<file path="config.mk">
export PLATFORM = sky130hd
export DESIGN_NAME = vlc_tx_frame_scheduler_flat
export DESIGN_NICKNAME = d
export VERILOG_FILES = /design/src/rtl/vlc_tx_pkg.sv /design/src/rtl/vlc_tx_frame_scheduler_if.sv /design/src/rtl/sym_tick_gen.sv /design/src/rtl/vlc_tx_frame_scheduler.sv /design/src/flat_wrapper.sv
export SDC_FILE = /design/constraint.sdc
export NUM_CORES = 1
export LEC_CHECK = 0
export CAP_MARGIN = 10
export CORE_MARGIN = 5
export CORE_UTILIZATION = 30
export DETAILED_ROUTE_END_ITERATION = 16
export HOLD_SLACK_MARGIN = 0.15
export PLACE_DENSITY = 0.57
export SETUP_SLACK_MARGIN = 0.05
export SKIP_LAST_GASP = 1
export SLEW_MARGIN = 20
export SYNTH_ARGS = -nofsm -noshare
export SYNTH_HDL_FRONTEND = slang
export SYNTH_SLANG_ARGS = --single-unit
</file>
<file path="constraint.sdc">
create_clock -name clk -period 3.56 [get_ports clk]
set_input_delay 0.712 -clock clk [delete_from_list [all_inputs] [get_ports clk]]
set_output_delay 0.712 -clock clk [all_outputs]
set_load 0.02 [all_outputs]
</file>
<file path="src/rtl/vlc_tx_pkg.sv">
// rtl/vlc_tx_pkg.sv - shared encodings and constants for the VLC transmit frame scheduler
package vlc_tx_pkg;

  typedef enum logic [2:0] {
    ST_IDLE,
    ST_PREAMBLE,
    ST_HEADER,
    ST_PAYLOAD,
    ST_GUARD
  } state_e;

  localparam int HDR_W = 8;

  // Indexed by symbol parity: even symbols carry 1, odd symbols carry 0.
  localparam logic [1:0] PREAMBLE_PAT = 2'b01;

  function automatic int cnt_width(input int a, input int b, input int c);
    int m;
    m = a;
    if (b > m) m = b;
    if (c > m) m = c;
    return $clog2(m + 1);
  endfunction

endpackage

</file>
<file path="src/rtl/vlc_tx_frame_scheduler_if.sv">
// rtl/vlc_tx_frame_scheduler_if.sv - source arbitration, byte feed and LED-side signals of the scheduler
interface vlc_tx_frame_scheduler_if;
  logic       req_data;
  logic [7:0] len_data;
  logic       req_beacon;
  logic [7:0] len_beacon;
  logic       grant_data;
  logic       grant_beacon;
  logic [7:0] byte_in;
  logic       byte_valid;
  logic       byte_ready;
  logic       sym_tick;
  logic       tx_bit;
  logic       tx_en;
  logic       tx_complete;
  logic       tx_err;
  logic       busy;

  modport master (
    output req_data, len_data, req_beacon, len_beacon, byte_in, byte_valid,
    input  grant_data, grant_beacon, byte_ready, sym_tick, tx_bit, tx_en,
           tx_complete, tx_err, busy
  );

  modport slave (
    input  req_data, len_data, req_beacon, len_beacon, byte_in, byte_valid,
    output grant_data, grant_beacon, byte_ready, sym_tick, tx_bit, tx_en,
           tx_complete, tx_err, busy
  );
endinterface

</file>
<file path="src/rtl/sym_tick_gen.sv">
// rtl/sym_tick_gen.sv - free-running symbol-rate divider, one-cycle tick every DIV_FREQ clocks
module sym_tick_gen #(
  parameter int DIV_FREQ = 25
) (
  input  logic clk,
  input  logic rst_n,
  output logic sym_tick_o
);
  localparam int CW = $clog2(DIV_FREQ);

  logic [CW-1:0] count_q, count_d;

  assign sym_tick_o = (count_q == CW'(DIV_FREQ - 1));

  always_comb begin
    count_d = sym_tick_o ? '0 : count_q + 1'b1;
  end

  always_ff @(posedge clk or negedge rst_n) begin
    if (!rst_n) count_q <= '0;
    else        count_q <= count_d;
  end
endmodule

</file>
<file path="src/rtl/vlc_tx_frame_scheduler.sv">
// rtl/vlc_tx_frame_scheduler.sv - round-robin frame arbiter and PREAMBLE/HEADER/PAYLOAD/GUARD sequencer
module vlc_tx_frame_scheduler
  import vlc_tx_pkg::*;
#(
  parameter int DIV_FREQ     = 25,
  parameter int PREAMBLE_LEN = 16,
  parameter int GUARD_LEN    = 8
) (
  input logic                     clk,
  input logic                     rst_n,
  vlc_tx_frame_scheduler_if.slave bus
);
  localparam int CNT_W = cnt_width(PREAMBLE_LEN, GUARD_LEN, HDR_W);

  state_e           state_q, state_d;
  logic [CNT_W-1:0] sym_cnt_q, sym_cnt_d;
  logic [7:0]       len_q, len_d, fetched_q, fetched_d, sent_q, sent_d;
  logic [7:0]       hold_q, hold_d, shift_q, shift_d;
  logic             hold_full_q, hold_full_d;
  logic             gnt_data_q, gnt_data_d, gnt_beacon_q, gnt_beacon_d;
  logic             rr_q, rr_d;
  logic             err_q, err_d;
  logic             tx_bit_q, tx_bit_d, tx_en_q, tx_en_d;
  logic             tx_complete_q, tx_complete_d, tx_err_q, tx_err_d;

  logic sym_tick, in_hp, sym_last, underrun_tick, byte_ready, byte_xfer, win_beacon;

  sym_tick_gen #(.DIV_FREQ(DIV_FREQ)) u_tick (
    .clk       (clk),
    .rst_n     (rst_n),
    .sym_tick_o(sym_tick)
  );

  // rr_q = 0 prefers data, 1 prefers beacon; only consulted when both request.
  assign win_beacon    = bus.req_beacon & (~bus.req_data | rr_q);
  assign in_hp         = (state_q == ST_HEADER) || (state_q == ST_PAYLOAD);
  assign sym_last      = (sym_cnt_q == CNT_W'(HDR_W));
  assign underrun_tick = sym_tick & in_hp & sym_last & (sent_q != len_q) & ~hold_full_q;
  assign byte_ready    = (gnt_data_q | gnt_beacon_q) & ~hold_full_q & in_hp
                         & (fetched_q < len_q) & ~underrun_tick;
  assign byte_xfer     = bus.byte_valid & byte_ready;

  always_comb begin
    state_d       = state_q;
    sym_cnt_d     = sym_cnt_q;
    len_d         = len_q;
    fetched_d     = fetched_q;
    sent_d        = sent_q;
    hold_d        = hold_q;
    hold_full_d   = hold_full_q;
    shift_d       = shift_q;
    gnt_data_d    = gnt_data_q;
    gnt_beacon_d  = gnt_beacon_q;
    rr_d          = rr_q;
    err_d         = err_q;
    tx_bit_d      = tx_bit_q;
    tx_en_d       = tx_en_q;
    tx_complete_d = 1'b0;
    tx_err_d      = 1'b0;

    if (byte_xfer) begin
      hold_d      = bus.byte_in;
      hold_full_d = 1'b1;
      fetched_d   = fetched_q + 8'd1;
    end

    if (sym_tick) begin
      case (state_q)
        ST_IDLE: begin
          if (bus.req_data | bus.req_beacon) begin
            gnt_beacon_d = win_beacon;
            gnt_data_d   = ~win_beacon;
            rr_d         = ~win_beacon;
            len_d        = win_beacon ? bus.len_beacon : bus.len_data;
            fetched_d    = '0;
            sent_d       = '0;
            hold_full_d  = 1'b0;
            err_d        = 1'b0;
            state_d      = ST_PREAMBLE;
            sym_cnt_d    = CNT_W'(1);
            tx_bit_d     = PREAMBLE_PAT[0];
            tx_en_d      = 1'b1;
          end
        end
        ST_PREAMBLE: begin
          if (sym_cnt_q == CNT_W'(PREAMBLE_LEN)) begin
            state_d   = ST_HEADER;
            sym_cnt_d = CNT_W'(1);
            tx_bit_d  = len_q[7];
            shift_d   = {len_q[6:0], 1'b0};
          end else begin
            tx_bit_d  = PREAMBLE_PAT[sym_cnt_q[0]];
            sym_cnt_d = sym_cnt_q + 1'b1;
          end
        end
        ST_HEADER, ST_PAYLOAD: begin
          if (sym_last) begin
            // Byte boundary: finish, load the next byte, or abort on an empty holding reg.
            sym_cnt_d = CNT_W'(1);
            if (sent_q == len_q) begin
              state_d  = ST_GUARD;
              tx_bit_d = 1'b0;
              tx_en_d  = 1'b0;
            end else if (hold_full_q) begin
              state_d     = ST_PAYLOAD;
              tx_bit_d    = hold_q[7];
              shift_d     = {hold_q[6:0], 1'b0};
              hold_full_d = 1'b0;
              sent_d      = sent_q + 8'd1;
            end else begin
              state_d  = ST_GUARD;
              tx_bit_d = 1'b0;
              tx_en_d  = 1'b0;
              err_d    = 1'b1;
            end
          end else begin
            tx_bit_d  = shift_q[7];
            shift_d   = {shift_q[6:0], 1'b0};
            sym_cnt_d = sym_cnt_q + 1'b1;
          end
        end
        ST_GUARD: begin
          if (sym_cnt_q == CNT_W'(GUARD_LEN)) begin
            state_d       = ST_IDLE;
            sym_cnt_d     = '0;
            gnt_data_d    = 1'b0;
            gnt_beacon_d  = 1'b0;
            tx_complete_d = 1'b1;
            tx_err_d      = err_q;
            err_d         = 1'b0;
          end else begin
            sym_cnt_d = sym_cnt_q + 1'b1;
          end
        end
        default: state_d = ST_IDLE;
      endcase
    end
  end

  always_ff @(posedge clk or negedge rst_n) begin
    if (!rst_n) begin
      state_q       <= ST_IDLE;
      sym_cnt_q     <= '0;
      len_q         <= '0;
      fetched_q     <= '0;
      sent_q        <= '0;
      hold_q        <= '0;
      hold_full_q   <= 1'b0;
      shift_q       <= '0;
      gnt_data_q    <= 1'b0;
      gnt_beacon_q  <= 1'b0;
      rr_q          <= 1'b0;
      err_q         <= 1'b0;
      tx_bit_q      <= 1'b0;
      tx_en_q       <= 1'b0;
      tx_complete_q <= 1'b0;
      tx_err_q      <= 1'b0;
    end else begin
      state_q       <= state_d;
      sym_cnt_q     <= sym_cnt_d;
      len_q         <= len_d;
      fetched_q     <= fetched_d;
      sent_q        <= sent_d;
      hold_q        <= hold_d;
      hold_full_q   <= hold_full_d;
      shift_q       <= shift_d;
      gnt_data_q    <= gnt_data_d;
      gnt_beacon_q  <= gnt_beacon_d;
      rr_q          <= rr_d;
      err_q         <= err_d;
      tx_bit_q      <= tx_bit_d;
      tx_en_q       <= tx_en_d;
      tx_complete_q <= tx_complete_d;
      tx_err_q      <= tx_err_d;
    end
  end

  assign bus.grant_data   = gnt_data_q;
  assign bus.grant_beacon = gnt_beacon_q;
  assign bus.byte_ready   = byte_ready;
  assign bus.sym_tick     = sym_tick;
  assign bus.tx_bit       = tx_bit_q;
  assign bus.tx_en        = tx_en_q;
  assign bus.tx_complete  = tx_complete_q;
  assign bus.tx_err       = tx_err_q;
  assign bus.busy         = (state_q != ST_IDLE);
endmodule
</file>
<file path="src/flat_wrapper.sv">
// flat-port wrapper written by rule: the top's interface ports become plain ports
module vlc_tx_frame_scheduler_flat import vlc_tx_pkg::*;
#(
  parameter int DIV_FREQ     = 25,
  parameter int PREAMBLE_LEN = 16,
  parameter int GUARD_LEN    = 8
)
  (clk, rst_n, bus_req_data, bus_len_data, bus_req_beacon, bus_len_beacon, bus_byte_in, bus_byte_valid, bus_grant_data, bus_grant_beacon, bus_byte_ready, bus_sym_tick, bus_tx_bit, bus_tx_en, bus_tx_complete, bus_tx_err, bus_busy);
  vlc_tx_frame_scheduler_if bus_i ();
  input logic clk;
  input logic rst_n;
  input wire logic [$bits(bus_i.req_data)-1:0] bus_req_data;
  input wire logic [$bits(bus_i.len_data)-1:0] bus_len_data;
  input wire logic [$bits(bus_i.req_beacon)-1:0] bus_req_beacon;
  input wire logic [$bits(bus_i.len_beacon)-1:0] bus_len_beacon;
  input wire logic [$bits(bus_i.byte_in)-1:0] bus_byte_in;
  input wire logic [$bits(bus_i.byte_valid)-1:0] bus_byte_valid;
  output wire logic [$bits(bus_i.grant_data)-1:0] bus_grant_data;
  output wire logic [$bits(bus_i.grant_beacon)-1:0] bus_grant_beacon;
  output wire logic [$bits(bus_i.byte_ready)-1:0] bus_byte_ready;
  output wire logic [$bits(bus_i.sym_tick)-1:0] bus_sym_tick;
  output wire logic [$bits(bus_i.tx_bit)-1:0] bus_tx_bit;
  output wire logic [$bits(bus_i.tx_en)-1:0] bus_tx_en;
  output wire logic [$bits(bus_i.tx_complete)-1:0] bus_tx_complete;
  output wire logic [$bits(bus_i.tx_err)-1:0] bus_tx_err;
  output wire logic [$bits(bus_i.busy)-1:0] bus_busy;
  assign bus_i.req_data = bus_req_data;
  assign bus_i.len_data = bus_len_data;
  assign bus_i.req_beacon = bus_req_beacon;
  assign bus_i.len_beacon = bus_len_beacon;
  assign bus_i.byte_in = bus_byte_in;
  assign bus_i.byte_valid = bus_byte_valid;
  assign bus_grant_data = bus_i.grant_data;
  assign bus_grant_beacon = bus_i.grant_beacon;
  assign bus_byte_ready = bus_i.byte_ready;
  assign bus_sym_tick = bus_i.sym_tick;
  assign bus_tx_bit = bus_i.tx_bit;
  assign bus_tx_en = bus_i.tx_en;
  assign bus_tx_complete = bus_i.tx_complete;
  assign bus_tx_err = bus_i.tx_err;
  assign bus_busy = bus_i.busy;
  vlc_tx_frame_scheduler #(.DIV_FREQ(DIV_FREQ), .PREAMBLE_LEN(PREAMBLE_LEN), .GUARD_LEN(GUARD_LEN)) u_core (.clk(clk), .rst_n(rst_n), .bus(bus_i));
endmodule
</file>
==> run summary <==
The run finished with clean final reports. The max-capacitance violation count is 0. The shortest period the worst path allows came out at 3.30 ns. The data required time at the worst endpoint came out at 2.85 ns.

After the first detailed-routing iteration, the DRC count stood at 180. Among all flip-flop cells after synthesis, the most frequent one is sky130_fd_sc_hd__dfrtp_1. The number of design rule violations left after detail routing came out at 0. Dividing the final minimum period by the clock period gives 92.8%. In this run, post-CTS repair resized a total of 0 instances. After synthesis the netlist holds a flip-flop and latch count of 61. The detailed-route vias per instance came out at 5.11. The number of enable-type register cells in the synthesized netlist came out at 0. The worst-case IR drop observed on VDD is 251 uV. The first-pass detailed-route iteration total came out at 4. The first-pass GRT wire length came out at 14.3 mm.

The number of instances in the synthesized netlist is 367. The row count came out at 39. The number of filler cells placed in the layout came out at 1,135. The via count of the first global-routing pass is 2,796.

The final routed wirelength across all metal layers came out at 8.60 mm. The number of levels in the clock H-tree is 3. Summed over all nets, the half-perimeter wirelength after detailed placement is 6.34 mm. Clock-pin slew was measured on the worst setup and hold paths at 0.05 ns.

The synthesis-to-finish area growth came out at 22.1%. At the pin with the least slew margin, the transition time is 0.726 ns. The cell sitting at the root of the clock tree is a sky130_fd_sc_hd__clkbuf_16. For this design, the CTS-stage hold fixing added 0 buffers. In this run the horizontal extent of the chip is 119 um. The worst pin sits at a relative slew slack of 51.5%. The endpoint arrival time on the critical path came out at 2.59 ns. The share of flip-flops with an asynchronous set or reset is 100%. The CTS tree is done. The count of non-filler cells in the finished layout is 554.

The number of pins with negative max-slew slack in the final report came out at 0. After synthesis, the cell types taking the most area are sky130_fd_sc_hd__dfrtp_1, sky130_fd_sc_hd__nand2_1, sky130_fd_sc_hd__ha_1, sky130_fd_sc_hd__mux2i_1, sky130_fd_sc_hd__nor2_1. The worst hold path belongs to the class in2async. Detailed routing inserted a total of 2,831 vias. By instance count, the leading cell after synthesis is sky130_fd_sc_hd__dfrtp_1. The setup total negative slack came out at 0 ns. The worst hold slack after final layout came out at 0.377 ns. The number of antenna violations at the first check in global routing came out at 0. The clock share of power came out at 48.0%.

sky130_fd_sc_hd__dfrtp_1 takes more of the synthesized area than any other cell. The number of hold-slack violations in the final timing report came out at 0. The remaining global-route overflow is 0. The average routed wire per standard cell is 15.5 um. The average instance in the mapped netlist occupies 9.74 um^2.

The clock skew after layout came out at 0.00751 ns. After detailed placement, the design holds a cell count of 539. By startpoint and endpoint, the worst setup path is classified as reg2out. The clock sink total is 61. During placement, the flow inserted port buffers numbering 37.

Global routing used 12.6% of the available tracks. The number of clock buffers added by TritonCTS is 9. The total setup violations reported at the end of the flow is 0.

The total core area came out at 0.0116 mm^2. The congestion estimate from routability-driven global placement came to 0.853. The net count reported at finish came out at 449. The synthesized cell area came out at 0.00357 mm^2. The maximum number of pins on one net before global-route repair came out at 45. The clock insertion delay at the later pin of the skew report came out at 0.33 ns. The power density normalized to cell area came out at 368 mW/mm^2. The number of warnings reported in the yosys synthesis log is 0. The sequential group share of total power is 45.0%. The static leakage came out at 0.00199 uW.

Once detail routing completed, the nets flagged for antenna violations numbered 0. The fraction of power spent switching nets is 22.3%. The number of buffers inserted to repair setup after CTS came out at 0.

The count of boundary I/O pins came out at 38. In the final layout, the share of cells above drive strength 1 is 12.7%. The floorplan step set the die height to 119 um. The net load switching power came out at 358 uW. The distinct cell type count of the synthesized netlist is 61.

The floorplan step defined a die boundary enclosing 0.0142 mm^2. By count the netlist is led by sky130_fd_sc_hd__dfrtp_1, sky130_fd_sc_hd__nand2_1, sky130_fd_sc_hd__nor2_1, sky130_fd_sc_hd__nand3_1, sky130_fd_sc_hd__inv_1. The startpoint class of the critical path is a flop. The initial utilization of the core area, before any placement, comes to 30.9%.

The synthesized net count came out at 409. Of all nets on the critical path, the largest fanout is 10. The top cell type's share of synthesized area came out at 42.7%. 0 antenna diodes ended up in the layout. The category of the worst setup path capture point is an output port.

Of the synthesized area, sequential elements account for 42.7%. Timing would allow up to 303 MHz. The internal portion of total power came out at 1250 uW.

Combinational logic burns 7.1% of the power. The longest clock path from root to sink contains 2 buffers. Setup repair after global routing left no endpoint under its margin.
[routing by layer]
layer | part of all wire (%) | wire length, um | up-vias | global-route usage [%]
met5 | 0 | 0 | - | 0
met4 | 0.86 | 74 | 0 | 3.04
met3 | 4.2 | 364 | 8 | 3.74
met2 | 49 | 4180 | 49 | 20.6
met1 | 46 | 3980 | 1367 | 16.5
li1 | - | - | 1407 | -
[worst max-delay path, stage by stage, from the launching register on]
cell	delay (ns)
sky130_fd_sc_hd__dfrtp_1	0.44
sky130_fd_sc_hd__inv_1	0.10
sky130_fd_sc_hd__ha_1	0.18
sky130_fd_sc_hd__and4bb_1	0.24
sky130_fd_sc_hd__nand2_1	0.12
sky130_fd_sc_hd__a211o_2	0.43
sky130_fd_sc_hd__and3_1	0.20
sky130_fd_sc_hd__clkdlybuf4s50_1	0.53
[placed cells by master, fill, tap and decap left out, types with 2 or more instances in the layout]
cell / instances
sky130_fd_sc_hd__o31ai_1: 4
sky130_fd_sc_hd__xor2_1: 9
sky130_fd_sc_hd__ha_1: 13
sky130_fd_sc_hd__a32o_1: 2
sky130_fd_sc_hd__o211ai_1: 5
sky130_fd_sc_hd__or2_2: 3
sky130_fd_sc_hd__nor4_4: 2
sky130_fd_sc_hd__a22o_1: 5
sky130_fd_sc_hd__and3_1: 4
sky130_fd_sc_hd__o21ai_0: 12
sky130_fd_sc_hd__nor2_1: 30
sky130_fd_sc_hd__clkbuf_16: 9
sky130_fd_sc_hd__nor2b_1: 3
sky130_fd_sc_hd__a22oi_1: 2
sky130_fd_sc_hd__nor4_1: 2
sky130_fd_sc_hd__clkinv_2: 2
sky130_fd_sc_hd__and2_1: 3
sky130_fd_sc_hd__clkdlybuf4s50_1: 36
sky130_fd_sc_hd__a21oi_1: 17
sky130_fd_sc_hd__nand4bb_1: 2
sky130_fd_sc_hd__nor3_1: 7
sky130_fd_sc_hd__inv_1: 18
sky130_fd_sc_hd__mux2_4: 7
sky130_fd_sc_hd__buf_4: 9
sky130_fd_sc_hd__or3_1: 4
sky130_fd_sc_hd__nand2_1: 45
sky130_fd_sc_hd__nand3_1: 19
sky130_fd_sc_hd__or4_1: 2
sky130_fd_sc_hd__a31oi_1: 8
sky130_fd_sc_hd__mux2i_1: 16
sky130_fd_sc_hd__mux2_2: 8
sky130_fd_sc_hd__dfrtp_1: 61
sky130_fd_sc_hd__nand2b_1: 2
sky130_fd_sc_hd__clkbuf_1: 3
sky130_fd_sc_hd__nand4_1: 6
[final cells by class]
| cell class | count | area, um^2 | area share [%] |
|---|---|---|---|
| Clock buffer | 13 | 250 | 5.73 |
| Clock inverter | 2 | 10.0 | 0.229 |
| Inverter | 18 | 67.6 | 1.55 |
| Multi-Input combinational cell | 272 | 1900 | 43.6 |
| Sequential cell | 61 | 1530 | 35.0 |
| Tap cell | 143 | 179 | 4.10 |
| Timing Repair Buffer | 45 | 428 | 9.81 |
[flip-flops by register name, indices dropped and copies added, names as in the netlist, 3 cells and up]
register               cells
u_core.len_q               8
u_core.shift_q             7
u_core.sym_cnt_q           5
u_core.u_tick.count_q      5
u_core.fetched_q           8
u_core.state_q             3
u_core.hold_q              8
u_core.sent_q              8
[per-stage QoR]
step	cell area (um^2)	power, uW	utilization [%]	setup WS (ns)
floorplan	3570	779	-	1.18
global placement	4090	847	35.4	0.486
detailed placement	4090	848	35.4	0.494
CTS	4350	1630	37.7	0.116
global route	4360	1670	37.7	0.124
finish	4360	1600	37.7	0.257
[path summary, 6_finish.rpt]
check,slack [ns],start,end,cells after the start
worst max register to register,1.25,u_core.sym_cnt_q[0],u_core.hold_q[0],7
min in group clk,0.48,u_core.u_tick.count_q[0],u_core.u_tick.count_q[0],1
worst max-delay path,0.26,u_core.sym_cnt_q[0],bus_byte_ready,7
worst min-delay path,0.38,rst_n,u_core.u_tick.count_q[1],1
max in group asynchronous,2.52,rst_n,u_core.len_q[5],2
worst min register to register,0.48,u_core.u_tick.count_q[0],u_core.u_tick.count_q[0],1
[logic make-up after synthesis]
kind of cell | Yosys count | share of synthesized area [%]
AND/OR/NAND/NOR | 146 | 21.9
AO/OA/AOI/OAI | 72 | 14.1
flip-flops | 61 | 42.7
XOR/XNOR | 10 | 2.45
adder cells (fa/ha/maj) | 13 | 4.55
buffers and inverters | 34 | 4.27
multiplexers | 31 | 9.94
[power by group through the flow]
stage	Combinational (uW)	Sequential (uW)	Clock, uW
final	113	721	770
after floorplan	51.2	728	0
after global placement	115	732	0
after global routing	128	722	818
after CTS	116	721	791
after detailed placement	116	732	0
Power figures use the tool's default switching activity.
